### src/rtl/als_spi_reader.sv
// SPI master reading ambient-light ADC frames from PmodALS-style sensors.
// All sensors share SCLK and SDO; each has its own chip select.
//
// Ports:
//   i_clk      system clock, rising edge
//   i_reset_n  asynchronous active-low reset
//   i_start    single-shot request (sampled in IDLE only)
//   i_ch       channel for a single-shot request (ignored if >= N_CH)
//   i_auto     continuous round-robin scan enable (wins over i_start)
//   i_sdo      shared serial data from the selected sensor
//   o_sclk     SPI clock, registered, idle high
//   o_cs_n     per-sensor chip selects, active low, registered
//   o_data     last conversion result
//   o_ch       channel of o_data
//   o_valid    one-cycle pulse marking new o_data/o_ch
//   o_busy     high in every state except IDLE
module als_spi_reader #(
  parameter int unsigned CLK_DIV      = 4,
  parameter int unsigned N_CH         = 2,
  parameter int unsigned FRAME_CLKS   = 16,
  parameter int unsigned LEAD_ZEROS   = 3,
  parameter int unsigned DATA_BITS    = 8,
  parameter int unsigned QUIET_CYCLES = 8,
  // May be overridden wider than needed so out-of-range channels are expressible.
  parameter int unsigned CH_W         = (N_CH > 1) ? $clog2(N_CH) : 1
) (
  input  logic                 i_clk,
  input  logic                 i_reset_n,
  input  logic                 i_start,
  input  logic [CH_W-1:0]      i_ch,
  input  logic                 i_auto,
  input  logic                 i_sdo,
  output logic                 o_sclk,
  output logic [N_CH-1:0]      o_cs_n,
  output logic [DATA_BITS-1:0] o_data,
  output logic [CH_W-1:0]      o_ch,
  output logic                 o_valid,
  output logic                 o_busy
);

  localparam int unsigned HcW = (CLK_DIV > 1) ? $clog2(CLK_DIV) : 1;
  localparam int unsigned BcW = (FRAME_CLKS > 1) ? $clog2(FRAME_CLKS) : 1;
  localparam int unsigned QcW = (QUIET_CYCLES > 0) ? $clog2(QUIET_CYCLES + 1) : 1;
  // Leading padding simply falls off the top, so only the remaining bits are stored.
  localparam int unsigned ShW = FRAME_CLKS - LEAD_ZEROS;

  typedef enum logic [2:0] {StIdle, StSetup, StShift, StHold, StQuiet} state_e;

  state_e               state_q, state_d;
  logic [HcW-1:0]       hcnt_q, hcnt_d;
  logic [BcW-1:0]       bcnt_q, bcnt_d;
  logic [QcW-1:0]       qcnt_q, qcnt_d;
  logic                 sclk_q, sclk_d;
  logic [N_CH-1:0]      cs_n_q, cs_n_d;
  logic [ShW-1:0]       shift_q, shift_d;
  logic [DATA_BITS-1:0] data_q, data_d;
  logic [CH_W-1:0]      ch_q, ch_d;
  logic [CH_W-1:0]      cur_ch_q, cur_ch_d;
  logic                 valid_q, valid_d;
  logic [CH_W-1:0]      ptr_q, ptr_d;
  logic                 auto_frame_q, auto_frame_d;

  logic            launch;
  logic [CH_W-1:0] launch_ch;
  logic            hc_last;

  always_comb begin
    launch    = i_auto || (i_start && (32'(i_ch) < N_CH));
    launch_ch = i_auto ? ptr_q : i_ch;
    hc_last   = (hcnt_q == HcW'(CLK_DIV - 1));
  end

  always_comb begin
    state_d      = state_q;
    hcnt_d       = hcnt_q;
    bcnt_d       = bcnt_q;
    qcnt_d       = qcnt_q;
    sclk_d       = sclk_q;
    cs_n_d       = cs_n_q;
    shift_d      = shift_q;
    data_d       = data_q;
    ch_d         = ch_q;
    cur_ch_d     = cur_ch_q;
    valid_d      = 1'b0;
    ptr_d        = ptr_q;
    auto_frame_d = auto_frame_q;

    unique case (state_q)
      StIdle: begin
        if (launch) begin
          state_d      = StSetup;
          hcnt_d       = '0;
          cur_ch_d     = launch_ch;
          auto_frame_d = i_auto;
          for (int unsigned i = 0; i < N_CH; i++) begin
            cs_n_d[i] = (32'(launch_ch) != i);
          end
        end
      end

      StSetup: begin
        if (hc_last) begin
          hcnt_d  = '0;
          bcnt_d  = '0;
          sclk_d  = 1'b0;
          state_d = StShift;
        end else begin
          hcnt_d = hcnt_q + HcW'(1);
        end
      end

      StShift: begin
        if (hc_last) begin
          hcnt_d = '0;
          if (!sclk_q) begin
            // Rising edge: SDO has been stable for CLK_DIV cycles since the fall.
            sclk_d  = 1'b1;
            shift_d = {shift_q[ShW-2:0], i_sdo};
            if (bcnt_q == BcW'(FRAME_CLKS - 1)) begin
              state_d = StHold;
            end
          end else begin
            sclk_d = 1'b0;
            bcnt_d = bcnt_q + BcW'(1);
          end
        end else begin
          hcnt_d = hcnt_q + HcW'(1);
        end
      end

      StHold: begin
        if (hcnt_q == '0) begin
          valid_d = 1'b1;
          data_d  = shift_q[ShW-1 -: DATA_BITS];
          ch_d    = cur_ch_q;
        end
        if (hc_last) begin
          hcnt_d  = '0;
          qcnt_d  = '0;
          cs_n_d  = '1;
          state_d = StQuiet;
        end else begin
          hcnt_d = hcnt_q + HcW'(1);
        end
      end

      StQuiet: begin
        // Counter runs through QUIET_CYCLES inclusive before releasing to IDLE.
        if (qcnt_q == QcW'(QUIET_CYCLES)) begin
          state_d = StIdle;
          if (auto_frame_q) begin
            ptr_d = (32'(cur_ch_q) == N_CH - 1) ? '0 : cur_ch_q + CH_W'(1);
          end
        end else begin
          qcnt_d = qcnt_q + QcW'(1);
        end
      end

      default: state_d = StIdle;
    endcase
  end

  always_ff @(posedge i_clk or negedge i_reset_n) begin
    if (!i_reset_n) begin
      state_q      <= StIdle;
      hcnt_q       <= '0;
      bcnt_q       <= '0;
      qcnt_q       <= '0;
      sclk_q       <= 1'b1;
      cs_n_q       <= '1;
      shift_q      <= '0;
      data_q       <= '0;
      ch_q         <= '0;
      cur_ch_q     <= '0;
      valid_q      <= 1'b0;
      ptr_q        <= '0;
      auto_frame_q <= 1'b0;
    end else begin
      state_q      <= state_d;
      hcnt_q       <= hcnt_d;
      bcnt_q       <= bcnt_d;
      qcnt_q       <= qcnt_d;
      sclk_q       <= sclk_d;
      cs_n_q       <= cs_n_d;
      shift_q      <= shift_d;
      data_q       <= data_d;
      ch_q         <= ch_d;
      cur_ch_q     <= cur_ch_d;
      valid_q      <= valid_d;
      ptr_q        <= ptr_d;
      auto_frame_q <= auto_frame_d;
    end
  end

  assign o_sclk  = sclk_q;
  assign o_cs_n  = cs_n_q;
  assign o_data  = data_q;
  assign o_ch    = ch_q;
  assign o_valid = valid_q;
  assign o_busy  = (state_q != StIdle);

endmodule

### config.mk
export PLATFORM = sky130hd
export DESIGN_NAME = als_spi_reader
export DESIGN_NICKNAME = d
export VERILOG_FILES = /design/src/rtl/als_spi_reader.sv
export SDC_FILE = /design/constraint.sdc
export NUM_CORES = 1
export LEC_CHECK = 0
export ABC_AREA = 1
export CAP_MARGIN = 25
export CORE_MARGIN = 3
export CORE_UTILIZATION = 55
export DETAILED_ROUTE_END_ITERATION = 7
export GPL_TIMING_DRIVEN = 0
export MAX_ROUTING_LAYER = met4
export PLACE_DENSITY_LB_ADDON = 0.2
export SLEW_MARGIN = 20
export SYNTH_ARGS = -nofsm -noshare
export SYNTH_HDL_FRONTEND = slang
export SYNTH_SLANG_ARGS = --single-unit
### constraint.sdc
create_clock -name i_clk -period 1.8 [get_ports i_clk]
set_input_delay 0.27 -clock i_clk [delete_from_list [all_inputs] [get_ports i_clk]]
set_output_delay 0.27 -clock i_clk [all_outputs]
set_load 0.02 [all_outputs]
==> results.txt, run 1 <==
The clock passes through at most 2 buffers. The sum of internal, switching and leakage power came out at 3.00 mW. The count of synthesis-stage warnings from yosys is 0. Along the worst path, the maximum fanout reaches 6.

The tightest min-delay check is of the in2async type. Summed over all layers, the routed wires come to roughly 3400 um. Max-cap violations in this run came to 0. The gate count after technology mapping is roughly 200. The detailed router finished its first iteration with 78 violations. CTS placed an instance of clkbuf_4 at the clock tree root. Prior to clock tree synthesis, the placed netlist has a worst setup slack of between 0.2 and 0.25 ns. The clock transition at the register clock pins on the worst setup and hold paths after CTS is between 0.1 and 0.15 ns. The number of nets still failing antenna checks after routing is 0. The number of clock buffers added by TritonCTS is 5. The first TritonRoute pass finished after 4 iterations.

The number of fill cells in the layout is between 200 and 250. The fraction of layout cells with a size suffix above 1 came out at 0.156. Of the available clock period, the critical path in the final layout requires 0.937.

The area growth from synthesis to final layout came out at 17.9%. Measured along the y axis, the die boundary spans 64.7 um. The leakage component of the power came out at 1.06 nW. The detailed-route DRC error count came out at 0. TritonCTS built the clock tree. Detailed placement finished with a half-perimeter wire length of 2620 um. The worst register-to-register path begins at state_q[0]$_DFFE_PN0P_.

The net count of the finished layout is roughly 240. For this configuration, the core starts out at a cell density of 0.595. Setup violations remaining at the end of the flow were counted as 0. The final-report hold violation count came to 0. The worst-case IR drop observed on VDD is about 0.00072 V. Tracing the worst setup path back leads to its startpoint at state_q[2]$_DFFE_PN0P_.

Dividing the synthesized area by the synthesized cell count gives 9.37 sq um. The data arrival time of the worst path is between 1 and 1.5 ns. The global-route wire length before repair is 6090 um. The worst-case headroom to the max-slew limit came out at 0.808. The floorplan row count is 20. The width of the chip is approximately 65 um. The maximum clock frequency is ~590 MHz. Summed over all instances, the cell type with the most area after synthesis is dfrtp_1.

The net count of the mapped netlist is about 210. At the end of routability-driven placement, the weighted congestion stood at ~0.86. For this block, the via count after detailed routing is around 1400. The area of the die is ~4200 sq um. The placeable core region is 3180 sq um. The most used flip-flop cell after synthesis is dfrtp_1. The minimum clock period came out at approximately 1.7 ns. The final global-route overflow total came out at 0.

STA classifies the critical path endpoint as an output pin. Sorting the synthesized cells by how often they occur yields nand2_1, dfrtp_1, inv_1. The post-route clock skew is ~0.0047 ns.

The endpoint required time on the critical path is 1.53 ns. The path type of the worst setup path is reg2out. The number of unique standard cell types used by synthesis came out at 26.

In the global route stage, overall resource usage came out at 0.195. After synthesis the netlist holds a flip-flop and latch count of 42. The async set-reset flop share out of synthesis is 1.00. The final design utilization is 0.702. nand2_1 is the most common cell in the netlist. The area share of the largest cell type after synthesis is 0.516. The share of the Yosys chip area taken by registers is 0.558. The H-tree depth reported by CTS is 2. The count of boundary I/O pins is 20.

The via count of the first global-routing pass is between 1000 and 1500. Dividing total power by cell area gives a power density of between 1000 and 1500 nW/um^2. The final setup slack of the worst path came out at ~0.11 ns. For this design, the sink count on the clock tree is 42. Setup repair after global routing left no endpoint under its margin.

The detail-routed via count per cell came out at around 5.1. Entering global routing, the biggest net connects 35 pins. The register-to-register path setup slack came out at about 0.33 ns. The number of slew-limit violations in the final report is 0. The run finished with clean final reports. Sorting the synthesized cells by area gives the leading types as dfrtp_1, nand2_1, inv_1. The diode insertion count for antenna repair came out at 0. The initial antenna violation count came out at 0. The clock latency on the worst-skew pair is 0.34 ns.

The number of port buffers is 19. The pin slew with the least headroom to its limit came out at around 0.29 ns. The number of flops mapped to enable cells by yosys is 0. The end point of the critical path is o_busy. The number of buffers added for setup after CTS came out at 0. The worst register-to-register path ends at qcnt_q[3]$_DFFE_PN0P_. The depth of the worst register-to-register path came out at 6. The startpoint type of the worst setup path is a register. In the final routed layout, each cell accounts on average for roughly 12 um. The mapped netlist covers 1890 sq um.
## registers in the layout (all words and copies together), names as in the netlist
signal	count
o_data	8
o_cs_n	2
hcnt_q	2
ptr_q	1
bcnt_q	4
o_sclk	1
shift_q	13
o_valid	1
auto_frame_q	1
o_ch	1
qcnt_q	4
state_q	3
cur_ch_q	1
## per-layer routing
metal	routed length, um	vias to the layer above	part of all wire	track usage
met5	0	-	0	-
met4	55	0	0.016	0.0739
met3	108	7	0.032	0.0451
met2	1750	18	0.51	0.338
met1	1490	666	0.44	0.221
li1	-	698	-	-
## worst min path at each step
| stage | cells after the start | start | slack [ns] | to |
|---|---|---|---|---|
| after global placement | 2 | auto_frame_q$_DFFE_PN0P_ | 0.45 | auto_frame_q$_DFFE_PN0P_ |
| after detailed placement | 1 | i_reset_n | 0.14 | qcnt_q[2]$_DFFE_PN0P_ |
| after global routing | 2 | i_reset_n | 0.29 | auto_frame_q$_DFFE_PN0P_ |
| after floorplan | 0 | i_reset_n | -0.03 | auto_frame_q$_DFFE_PN0P_ |
| after CTS | 2 | i_reset_n | 0.29 | auto_frame_q$_DFFE_PN0P_ |
| final | 2 | i_reset_n | 0.29 | qcnt_q[0]$_DFFE_PN0P_ |
## power by group
| group | leakage (nW) | switching [mW] | internal (mW) | total (mW) |
|---|---|---|---|---|
| sequential | 0.550 | 0.170 | 1.22 | 1.39 |
| clock | 0.0343 | 0.305 | 0.188 | 0.493 |
| combinational | 0.474 | 0.685 | 0.426 | 1.11 |
## timing repair
| item | CTS | global route |
|---|---|---|
| hold buffers | 1 | 0 |
| endpoints found under the setup margin | 2 | 3 |
| gates resized for setup | 2 | 3 |
| hold endpoints to repair | 8 | 0 |
## worst max-delay path: stages (launching register included)
cell and delay (ns):
dfrtp_2 0.48, nor2_4 0.17, nand2_1 0.09, dlygate4sd2_1 0.33
## kinds of logic after synthesis
| family | share of synthesized area |
|---|---|
| flops | 0.558 |
| simple gates | 0.187 |
| xor+xnor | 0.0139 |
| fa+ha+maj | 0.0331 |
| compound gates | 0.138 |
| buf+inv | 0.0714 |
## placed cells by master (no fill, tap or decap), types with 2 or more instances in the layout
master           netlist  final
dfstp_2                3      3
clkdlybuf4s50_1        0     14
a21oi_1                3      3
nand2_2                3      3
inv_1                 27     27
dfrtp_1               39     38
ha_1                   5      5
nor2_1                12     12
o21bai_1               2      2
nand2_1               49     49
o21ai_0               20     20
buf_2                  1      2
dlymetal6s2s_1         0      2
o21ai_2                9      9
o22ai_1                2      2
clkbuf_4               0      5
nand3_1               11     11
a21oi_2                3      3
buf_6                  2      2
dlygate4sd2_1          0      2
xor2_1                 2      2
## metrics by stage
step                      hold slack (ns)  cells  setup TNS (ns)  instance area (sq um)
after floorplan                   -0.0256    202               0                   1890
after global placement              0.449    265          -19.80                   2140
after detailed placement            0.142    266               0                   2150
after CTS                           0.288    275               0                   2220
after global routing                0.290    275               0                   2230
final                               0.286    275               0                   2230
## cell type report
| type | instances | area (sq um) | share of cell area |
|---|---|---|---|
| Buffer | 3 | 27.5 | 0.0123 |
| Clock buffer | 6 | 51.3 | 0.0230 |
| Clock inverter | 2 | 12.5 | 0.00561 |
| Inverter | 28 | 108 | 0.0483 |
| Multi-Input combinational cell | 129 | 702 | 0.315 |
| Sequential cell | 42 | 1060 | 0.474 |
| Tap cell | 44 | 55.1 | 0.0247 |
| Timing Repair Buffer | 21 | 218 | 0.0976 |
Power figures use the tool's default switching activity.
==> run 2, diff against run 1 <==
--- a/config.mk
+++ b/config.mk
@@ -5,7 +5,7 @@
 export SDC_FILE = /design/constraint.sdc
 export NUM_CORES = 1
 export LEC_CHECK = 0
-export ABC_AREA = 1
+export ABC_AREA = 0
 export CAP_MARGIN = 25
 export CORE_MARGIN = 3
 export CORE_UTILIZATION = 55
==> run 2 against run 1 <==
Net effect:
- register-to-register slack lost 0.19 ns
- flip-flop and latch count is the same
- non-clock buffer count grew 3
- sequential power shrank 5%
- largest cell class unchanged
==> results.txt, run 2 <==
The run finished with clean final reports. The initial antenna violation count came to 0. The number of buffers created by CTS came out at 5.

Of all cell types, the one taking the most synthesized area is dfrtp_1. The overall routing resource usage came out at 0.198. The worst-case headroom to the max-slew limit is 0.685. The length of the first detailed-routing pass in iterations is 4. The post-route clock skew is between 0.015 and 0.02 ns. Once detail routing completed, the nets flagged for antenna violations numbered 0. The path type of the worst setup path is reg2out.

The clock latency on the worst-skew pair came out at about 0.34 ns. The slowest stage of the critical path belongs to the cell clkdlybuf4s50_1. The via count of the first global-routing pass came out at approximately 1400. The post-route worst hold slack is 0.398 ns. The number of fill cells in the layout is 231.

The biggest fanout along the worst timing path is 2. The top cell types in the final layout, fill and taps aside, are dfrtp_1, nand2_1, mux2_2. The number of different library cells used by synthesis comes to 37. Setup repair after global routing could not meet its margin everywhere. The minimum setup slack after placement is -0.0635 ns. The cell sitting at the root of the clock tree is a clkbuf_4. The gate count after technology mapping came out at between 150 and 200. The net count of the mapped netlist is between 150 and 200. The post-synthesis average cell area came out at between 10 and 15 sq um. The number of flip-flops under the largest register name is 13. The endpoint required time on the critical path came out at 1.53 ns.

The die covers between 4000 and 5000 sq um. The sequential cell area fraction in the yosys report came out at 0.567. The most used flip-flop cell after synthesis is dfrtp_1. The number of slew-limit violations in the final report came out at 0. The tightest min-delay check is of the in2async type. The buffer depth of the longest clock path came out at 2. The final global-route overflow total came out at 0. Summing all non-filler instances in the final layout gives an area of ~2300 sq um. The clock transition at the register clock pins on the worst setup and hold paths after CTS is 0.12 ns.

The leading cell type in the layout, fill and taps excluded is dfrtp_1. The final design utilization is 0.720. The weighted congestion at the end of routability-driven global placement came out at roughly 0.83. Summed over all cells, the static leakage comes to between 1 and 1.5 nW.

For the pin with the worst max-slew slack, the measured transition is between 0.4 and 0.5 ns. The number of nets in the final layout is about 210. The area after detailed placement came out at 2130 sq um. The number of buffer and inverter stages on the critical path is 1. The total of endpoints with negative setup slack in the final report came out at 0. The tool flagged a number of max-cap violations equal to 0. In this run the standard cell core region covers about 3100 sq um. The area share of the largest cell type after synthesis came out at 0.525. The total number of vias is ~1300. The post-synthesis register bit count is 42. The post-synthesis share of cell area spent on and, or, nand and nor gates came out at 0.174. dfrtp_1 is the most common cell in the netlist. The register-to-register path setup slack is 0.14 ns.

The first routing iteration left 73 violations. The critical path's largest stage delay is ~0.6 ns. Ranked by flip-flop count, first place goes to shift_q. The data arrival time of the worst path came out at between 1 and 1.5 ns. The number of flops mapped to enable cells by yosys is 0. The worst setup path is captured at an output pin. Based on the critical path, the design can be clocked at up to 574 MHz.

The detail-routed via count per cell came out at around 5.3. The final-report hold violation count is 0. The effective utilization at floorplan is 0.595. The HPWL after detailed placement is between 2000 and 2500 um. The signal on the critical path passes through clkdlybuf4s50_1.

The dominant combinational cell family by area after synthesis is simple AND/OR/NAND/NOR gates. The initialized floorplan defines 20 standard-cell rows. Of the total synthesized cell area, the portion taken by XOR and XNOR cells is 0.00941. The kind of cell with the highest combined delay along the critical path is buffers and inverters. The final setup slack of the worst path is 0.0573 ns. Ranked by instance count, the synthesized netlist is headed by dfrtp_1, nand2_1, mux2_2. For this run, design rule violations remaining after detail routing come to 0.

During I/O placement, the number of pins put on the boundary was 20. The number of clock sinks seen by CTS came out at 42. The diode insertion count for antenna repair came out at 0.

Sorting the synthesized cells by area gives the leading types as dfrtp_1, mux2_2, nand2_1. Measured along the y axis, the die boundary spans 64.2 um. The final routed wire length divided by cell count is 14.1 um.

The count of synthesis-stage warnings from yosys came out at 0. The first global-routing pass estimated slightly above 6000 um of wire. The TritonCTS clock tree is built. The post-synthesis compound-gate area fraction came out at 0.0841. The area growth from synthesis to final layout came out at 21.0%. The worst path needs between 1.5 and 2 ns of the cycle, external delays included.

The cell area after synthesis is 1860 sq um. The power density over the cells came out at around 1400 nW/um^2. Entering global routing, the biggest net connects 25 pins. STA classifies the critical path startpoint as a register.

The final layout contains routed wiring with a total length of 3400 um. The adder-cell share of the synthesized area is 0.0336. CTS built an H-tree with a depth of 2.

The count of buffers added on input and output ports is 19. Of all flip-flops after synthesis, the portion carrying an async set or reset was 1.00. Setup total negative slack on the finished layout was measured at 0 ns. The largest voltage drop on the vdd net is between 0.0007 and 0.0008 V.

The die is around 64 um wide. Dividing the final minimum period by the clock period gives 0.968. Measured against the total synthesized area, the mux share comes to 0.102. In the final layout, the share of cells above drive strength 1 is 0.212.
-- run 2: final cells by class --
type                       count  area [sq um]  share of cell area
sequential                    42          1050               0.469
multi-input combinational    114           773               0.344
clock buffer                   6          41.3              0.0183
tap                           44          55.1              0.0245
buffer                         4          28.8              0.0128
clock inverter                 2          37.5              0.0167
inverter                       7          30.0              0.0133
timing repair buffer          23           230               0.102
-- run 2: power breakdown --
group | internal (mW) | switching (mW) | total, mW
registers | 1.18 | 0.141 | 1.32
clock network | 0.293 | 0.294 | 0.588
logic | 0.540 | 0.640 | 1.18
total | 2.01 | 1.08 | 3.09
-- run 2: final timing paths --
check,from,end,cells past startpoint
worst min register to register,o_data[3]$_DFFE_PN0P_,o_data[3]$_DFFE_PN0P_,2
worst max-delay path,o_cs_n[1]$_DFFE_PN1P_,o_cs_n[1],1
max in group asynchronous,i_reset_n,o_cs_n[0]$_DFFE_PN1P_,3
worst min-delay path,i_reset_n,auto_frame_q$_DFFE_PN0P_,2
worst max register to register,qcnt_q[0]$_DFFE_PN0P_,state_q[1]$_DFFE_PN0P_,6
min in group i_clk,o_data[3]$_DFFE_PN0P_,o_data[3]$_DFFE_PN0P_,2
-- run 2: metrics by stage --
stage / cells / total power, mW
detailed placement: 231 / 2.47
finish: 242 / 3.09
CTS: 241 / 3.09
global placement: 230 / 2.39
floorplan: 167 / 2.12
global route: 242 / 3.31
-- run 2: cell families (layout without fill, tap and decap cells) --
logic type      Yosys count  after routing
simple gates             67             67
compound gates           23             23
flops                    42             42
fa+ha+maj                 5              5
mux                      17             17
buf+inv                  11             42
xor+xnor                  2              2
-- run 2: routing by layer --
metal / vias up / wire, um / global-route usage
met2: 20 / 1770 / 0.333
met3: 2 / 102 / 0.0492
met1: 621 / 1520 / 0.233
li1: 628 / - / -
met5: - / 0 / -
met4: 0 / 17 / 0.0633
-- run 2: what timing repair did --
item,CTS,global route
resized for setup,7,3
hold endpoints to repair,17,0
setup endpoints to repair,7,12
pin swaps,2,0
hold buffers,1,0
gates cloned,0,0
buffers inserted,1,1
